===== src/rtl/usb_cmd_rx_pkg.sv =====
// Shared definitions for the FT245 command receiver: command codes and read FSM states.
package usb_cmd_rx_pkg;

    localparam logic [7:0] CMD_CLEAR    = 8'd1;
    localparam logic [7:0] CMD_ADRCLR   = 8'd2;
    localparam logic [7:0] CMD_MEAS     = 8'd3;
    localparam logic [7:0] CMD_RDINIT   = 8'd4;
    localparam logic [7:0] CMD_XFER     = 8'd5;
    localparam logic [7:0] CMD_IDLE     = 8'd6;
    localparam logic [7:0] CMD_NORMAL   = 8'd7;
    localparam logic [7:0] CMD_LEN      = 8'd8;
    localparam logic [7:0] CMD_THR_UP32 = 8'd16;
    localparam logic [7:0] CMD_THR_DN32 = 8'd17;
    localparam logic [7:0] CMD_THR_UP4  = 8'd18;
    localparam logic [7:0] CMD_THR_DN4  = 8'd19;

    typedef enum logic [1:0] {
        IDLE,
        RDLOW,
        RECOV
    } rd_state_t;

    function automatic logic is_thr_cmd(input logic [7:0] code);
        return (code >= CMD_THR_UP32) && (code <= CMD_THR_DN4);
    endfunction

endpackage


===== src/rtl/usb_cmd_rx_if.sv =====
// FT245 read-side bus: the reader (master) drives RD#, the FIFO side (slave) drives the rest.
interface usb_cmd_rx_if;

    logic       rxf_n;
    logic [7:0] usbd;
    logic       wr_active;
    logic       rd_n;

    modport master (output rd_n, input rxf_n, usbd, wr_active);
    modport slave  (input rd_n, output rxf_n, usbd, wr_active);

endinterface


===== src/rtl/ft245_rd_fsm.sv =====
// FT245 read strobe sequencer: RD# low for RD_LOW_CYC cycles, sample, then RD_HIGH_CYC recovery.
module ft245_rd_fsm
    import usb_cmd_rx_pkg::*;
#(
    parameter int RD_LOW_CYC  = 5,
    parameter int RD_HIGH_CYC = 2
) (
    input  logic               i_clk,
    input  logic               i_rst_n,
    usb_cmd_rx_if.master       bus,
    output logic [7:0]         o_byte,
    output logic               o_valid
);

    localparam logic [7:0] LOW_LAST  = 8'(RD_LOW_CYC - 1);
    localparam logic [7:0] HIGH_LAST = 8'(RD_HIGH_CYC - 1);

    rd_state_t  r_state;
    rd_state_t  w_next_state;
    logic [7:0] r_cnt;
    logic [7:0] w_next_cnt;
    logic       w_sample;
    logic       w_start;
    logic       r_armed;
    logic       r_rd_n;
    logic       r_valid;
    logic [7:0] r_byte;

    // r_armed holds off the first read until the second edge after reset release
    assign w_start = r_armed && !bus.rxf_n && !bus.wr_active;

    // The last recovery edge doubles as the idle check, so RD# stays high exactly RD_HIGH_CYC cycles
    always_comb begin
        w_next_state = r_state;
        w_next_cnt   = r_cnt + 8'd1;
        w_sample     = 1'b0;
        case (r_state)
            IDLE: begin
                w_next_cnt = 8'd0;
                if (w_start) begin
                    w_next_state = RDLOW;
                end
            end
            RDLOW: begin
                if (r_cnt == LOW_LAST) begin
                    w_next_state = RECOV;
                    w_next_cnt   = 8'd0;
                    w_sample     = 1'b1;
                end
            end
            RECOV: begin
                if (r_cnt == HIGH_LAST) begin
                    w_next_cnt   = 8'd0;
                    w_next_state = w_start ? RDLOW : IDLE;
                end
            end
            default: begin
                w_next_state = IDLE;
                w_next_cnt   = 8'd0;
            end
        endcase
    end

    always_ff @(posedge i_clk or negedge i_rst_n) begin
        if (!i_rst_n) begin
            r_state <= IDLE;
            r_cnt   <= 8'd0;
            r_armed <= 1'b0;
            r_rd_n  <= 1'b1;
            r_valid <= 1'b0;
            r_byte  <= 8'd0;
        end else begin
            r_state <= w_next_state;
            r_cnt   <= w_next_cnt;
            r_armed <= 1'b1;
            r_rd_n  <= (w_next_state != RDLOW);
            r_valid <= w_sample;
            if (w_sample) begin
                r_byte <= bus.usbd;
            end
        end
    end

    assign bus.rd_n = r_rd_n;
    assign o_byte   = r_byte;
    assign o_valid  = r_valid;

endmodule


===== src/rtl/usb_cmd_rx.sv =====
// FT245 command receiver: reads bytes, decodes mode commands and the WLLD threshold.
// Threshold commands 16-19 and the WLLD reload on CLEAR exist only with USB_CMD_THR_EN defined.
module usb_cmd_rx
    import usb_cmd_rx_pkg::*;
#(
    parameter int RD_LOW_CYC  = 5,
    parameter int RD_HIGH_CYC = 2,
    parameter int WLLD_INIT   = 540
) (
    input  logic        CLK,
    input  logic        RSTN,
    input  logic        RXF,
    input  logic [7:0]  USBD,
    input  logic        WR_ACTIVE,
    output logic        RD,
    output logic [7:0]  CMD,
    output logic        CMD_STB,
    output logic [9:0]  WLLD,
    output logic [15:0] RXCNT
);

    localparam logic [9:0] WLLD_RST = 10'(WLLD_INIT);

    usb_cmd_rx_if w_bus ();

    logic [7:0]  w_byte;
    logic        w_valid;
    logic        w_thr;
    logic [7:0]  r_cmd;
    logic        r_cmd_stb;
    logic [15:0] r_rxcnt;

    assign w_bus.rxf_n     = RXF;
    assign w_bus.usbd      = USBD;
    assign w_bus.wr_active = WR_ACTIVE;
    assign RD              = w_bus.rd_n;

    ft245_rd_fsm #(
        .RD_LOW_CYC  (RD_LOW_CYC),
        .RD_HIGH_CYC (RD_HIGH_CYC)
    ) u_rd_fsm (
        .i_clk   (CLK),
        .i_rst_n (RSTN),
        .bus     (w_bus),
        .o_byte  (w_byte),
        .o_valid (w_valid)
    );

`ifdef USB_CMD_THR_EN
    logic [9:0]  r_wlld;
    logic [10:0] w_up32;
    logic [10:0] w_dn32;
    logic [10:0] w_up4;
    logic [10:0] w_dn4;

    // Bit 10 of each 11-bit result flags overflow past 1023 or borrow below 0
    assign w_up32 = {1'b0, r_wlld} + 11'd32;
    assign w_dn32 = {1'b0, r_wlld} - 11'd32;
    assign w_up4  = {1'b0, r_wlld} + 11'd4;
    assign w_dn4  = {1'b0, r_wlld} - 11'd4;
    assign w_thr  = is_thr_cmd(w_byte);

    always_ff @(posedge CLK or negedge RSTN) begin
        if (!RSTN) begin
            r_wlld <= WLLD_RST;
        end else if (w_valid) begin
            case (w_byte)
                CMD_THR_UP32: r_wlld <= w_up32[10] ? 10'd1023 : w_up32[9:0];
                CMD_THR_DN32: r_wlld <= w_dn32[10] ? 10'd0    : w_dn32[9:0];
                CMD_THR_UP4:  r_wlld <= w_up4[10]  ? 10'd1023 : w_up4[9:0];
                CMD_THR_DN4:  r_wlld <= w_dn4[10]  ? 10'd0    : w_dn4[9:0];
                CMD_CLEAR:    r_wlld <= WLLD_RST;
                default:      r_wlld <= r_wlld;
            endcase
        end
    end

    assign WLLD = r_wlld;
`else
    assign w_thr = 1'b0;
    assign WLLD  = WLLD_RST;
`endif

    // Every completed read is counted; zero and threshold bytes never touch CMD
    always_ff @(posedge CLK or negedge RSTN) begin
        if (!RSTN) begin
            r_cmd     <= 8'd0;
            r_cmd_stb <= 1'b0;
            r_rxcnt   <= 16'd0;
        end else begin
            r_cmd_stb <= 1'b0;
            if (w_valid) begin
                r_rxcnt <= r_rxcnt + 16'd1;
                if ((w_byte != 8'd0) && !w_thr) begin
                    r_cmd     <= w_byte;
                    r_cmd_stb <= 1'b1;
                end
            end
        end
    end

    assign CMD     = r_cmd;
    assign CMD_STB = r_cmd_stb;
    assign RXCNT   = r_rxcnt;

endmodule

===== config.mk =====
export PLATFORM = sky130hd
export DESIGN_NAME = usb_cmd_rx
export DESIGN_NICKNAME = d
export VERILOG_FILES = /design/src/rtl/usb_cmd_rx_pkg.sv /design/src/rtl/usb_cmd_rx_if.sv /design/src/rtl/ft245_rd_fsm.sv /design/src/rtl/usb_cmd_rx.sv
export SDC_FILE = /design/constraint.sdc
export NUM_CORES = 1
export LEC_CHECK = 0
export ABC_AREA = 1
export ABC_CLOCK_PERIOD_IN_PS = 1600
export CAP_MARGIN = 0
export CORE_ASPECT_RATIO = 1.1
export CORE_MARGIN = 8
export CORE_UTILIZATION = 45
export CTS_BUF_LIST = sky130_fd_sc_hd__clkbuf_4 sky130_fd_sc_hd__clkbuf_8 sky130_fd_sc_hd__clkbuf_16
export CTS_CLUSTER_DIAMETER = 120
export DETAILED_ROUTE_END_ITERATION = 8
export PLACE_DENSITY = 0.72
export SLEW_MARGIN = 20
export SYNTH_ARGS = -nofsm -noshare
export SYNTH_HDL_FRONTEND = slang
export SYNTH_SLANG_ARGS = --single-unit

===== constraint.sdc =====
create_clock -name CLK -period 1.6 [get_ports CLK]
set_clock_uncertainty 0.05 [all_clocks]
set_input_delay 0.32 -clock CLK [delete_from_list [all_inputs] [get_ports CLK]]
set_output_delay 0.32 -clock CLK [all_outputs]
set_load 0.01 [all_outputs]

==> impl_metrics.env <==
export IMPL_status="completed"
export IMPL_rows=27
export IMPL_clock_latency_ps=290
export IMPL_cts_sinks=46
export IMPL_viasPerCell=4.61
export IMPL_clk_pin_slew_ps=80
export IMPL_core_area_mm2=0.00493
export IMPL_crit_type="register to register"
export IMPL_ys_ff_latch=46
export IMPL_antenna_found_initial=0
export IMPL_syn_area_mm2=0.00226
export IMPL_yosysWarnings=0
export IMPL_fill_cells=425
export IMPL_synth_edff_count=0
export IMPL_synth_main_ff_cell="dfrtp_1"
export IMPL_clk_path_buf_depth=2
export IMPL_reg2reg_depth=5
export IMPL_place_congestion=0.799
export IMPL_io_buffers=37
export IMPL_fin_crit_ps=1520
export IMPL_antenna_cells=0
export IMPL_totalWireLength_um=4350
export IMPL_holdCritPathClass="register to register"
export IMPL_fmax_ghz=0.660
export IMPL_die_width_um=83.6
export IMPL_wire_per_inst_um=11.8
export IMPL_dp_cells=352
export IMPL_synthXorXnorAreaFrac=0.0620
export IMPL_final_layout_size_suffix_gt1_frac=0.116
export IMPL_vias=1696
export IMPL_irDropWorstVdd_v=0.000616
export IMPL_root_buffer="clkbuf_8"
export IMPL_htreeDepth=2
export IMPL_p_leak_uw=0.00171
export IMPL_grt_pass1_wl_um=7760
export IMPL_path_max_fanout=9
export IMPL_period_share=0.947
export IMPL_crit_path_start_kind="register"
export IMPL_setup_slack_ps=84.8
export IMPL_yosysSeqAreaShare=0.510
export IMPL_synth_largest_area_cell="dfrtp_1"
export IMPL_track_usage=0.122
export IMPL_place_area_mm2=0.00268
export IMPL_place_ws_ps=50.0
export IMPL_synthAdderAreaFrac=0.0443
export IMPL_antenna_left=0
export IMPL_synth_simple_area_share=0.235
export IMPL_cts_buffers=5
export IMPL_cts_tree="yes"
export IMPL_layout_nets=330
export IMPL_yosys_top_cells_area="dfrtp_1 (50%), nand2_1 (10%), inv_1 (6.3%), xor2_1 (5.4%), ha_1 (4.4%)"
export IMPL_start_util=0.458
export IMPL_async_flop_share=1.00
export IMPL_grt_remaining_overflow=0
export IMPL_dieArea_mm2=0.00755
export IMPL_power_density_mw_per_mm2=872
export IMPL_grt_start_max_net_pins=28
export IMPL_netlist_instances=258
export IMPL_fin_hold_ws_ps=419
export IMPL_fin_area_mm2=0.00292
export IMPL_drtIter0Drc=52
export IMPL_slew_violations=0
export IMPL_io_pins=48
export IMPL_endpoint_kind="register"
export IMPL_drc=0
export IMPL_required_ps=1790
export IMPL_hpwlAfterDp_um=3250
export IMPL_area_delta_synth_final_pct=28.9
export IMPL_grt_pass1_vias=1784
export IMPL_utilization=0.591
export IMPL_rrSetupSlack_ps=80
export IMPL_final_cells=368
export IMPL_avgSynthCellArea_um2=8.76
export IMPL_yosysTopAreaCellShare=0.498
export IMPL_crit_arrival_ps=1700
export IMPL_synthMuxAreaShare=0
export IMPL_setup_viol=0
export IMPL_hold_viol_final=0
export IMPL_first_pass_iters=4
export IMPL_die_y_um=90.3
export IMPL_post_synth_num_cell_types=28
export IMPL_synth_compound_area_frac=0.0382
export IMPL_cap_violations=0
export IMPL_hold_depth=2
export IMPL_synth_top_family_by_area="simple AND/OR/NAND/NOR gates"
==> where the power goes <==
group | switching (µW) | internal [µW] | total [µW] | leakage, µW
Clock | 366 | 500 | 866 | 0.0000573
Combinational | 220 | 167 | 387 | 0.00106
Sequential | 54.2 | 1240 | 1290 | 0.000591
Total | 641 | 1900 | 2540 | 0.00171
==> path summary, 6_finish.rpt <==
path / from / end
min in group asynchronous: RSTN / RXCNT[5]
hold / removal: CMD[5] / CMD[5]
setup / recovery: u_rd_fsm.o_byte[5] / CMD[3]
setup reg to reg: u_rd_fsm.o_byte[5] / CMD[3]
hold reg to reg: CMD[5] / CMD[5]
max in group asynchronous: RSTN / u_rd_fsm.o_byte[6]
==> per-stage QoR <==
stage | TNS (ps) | total power (µW)
2_1_floorplan | 0 | 1560
3_3_place_gp | 0 | 1700
3_5_place_dp | 0 | 1710
4_1_cts | 0 | 2570
5_1_grt | -633 | 2700
6_report | 0 | 2540
==> cells in the mapped netlist (2+ instances only) <==
| master | instances |
|---|---|
| nor4_1 | 2 |
| nand3b_1 | 2 |
| o21ai_0 | 12 |
| a21oi_1 | 2 |
| nor3_1 | 5 |
| nor3_2 | 2 |
| ha_1 | 8 |
| xnor2_1 | 2 |
| buf_4 | 10 |
| nand3_1 | 17 |
| xor2_1 | 14 |
| dfrtp_1 | 45 |
| inv_1 | 38 |
| conb_1 | 2 |
| nand2_1 | 62 |
| nor2_1 | 20 |
| buf_2 | 2 |
| nand2_2 | 3 |
==> state kept, by name, indices dropped and copies added (netlist names), 2 cells and up <==
| signal | flops |
|---|---|
| RXCNT | 16 |
| u_rd_fsm.r_cnt | 8 |
| CMD | 8 |
| u_rd_fsm.o_byte | 8 |
| u_rd_fsm.r_state | 2 |
==> cells by family (layout without fill, tap and decap cells) <==
kind of cell	Yosys count	in the layout
compound gates	16	16
flops	46	46
other cells	2	11
buf+inv	52	95
simple gates	118	118
fa+ha+maj	8	8
xor+xnor	16	16
==> timing repair <==
item	in CTS	in global routing
hold buffers	1	0
gates resized for setup	10	22
hold endpoints to repair	18	0
endpoints found under the setup margin	16	34
pin swaps	0	1
setup buffers	7	1
==> routing by layer <==
layer	wire, µm	track usage	up-vias	part of all wire
met3	213	0.0424	11	0.049
met5	0	0	-	0
met2	2190	0.208	34	0.50
met4	86	0.0562	0	0.020
li1	-	-	875	-
met1	1860	0.133	776	0.43
==> cell usage in the layout, fill, tap and decap left out, types with 2 or more instances in the layout <==
cell type        Yosys  layout
nand2_1             62      59
dfrtp_1             45      44
inv_1               38      38
nor2_1              20      19
nand3_1             17      17
dlymetal6s2s_1       0      16
xor2_1              14      14
o21ai_0             12      12
conb_1               2      11
clkdlybuf4s50_1      0      11
dlygate4sd2_1        0       9
buf_4               10       9
ha_1                 8       7
nand2_2              3       6
clkbuf_8             0       6
nor3_1               5       5
nand3b_1             2       2
a21oi_1              2       2
nor4_1               2       2
nor2_2               1       2
xnor2_1              2       2
buf_12               0       2
==> cell type report <==
cell class | instances | area [µm²] | area share
sequential | 46 | 1150 | 0.396
multi-input combinational | 169 | 918 | 0.315
timing repair buffer | 49 | 512 | 0.176
inverter | 39 | 146 | 0.0502
clock buffer | 6 | 82.6 | 0.0283
tap | 58 | 72.6 | 0.0249
clock inverter | 1 | 30.0 | 0.0103
==> worst max-delay path, cell delays in order (launching register included) <==
cell and delay (ps):
dfrtp_1 400, nor4_1 450, nand2_2 220, nand2_2 200
nand2_1 80, nand2_1 60
Note: power is estimated with default switching activity, not from simulation.
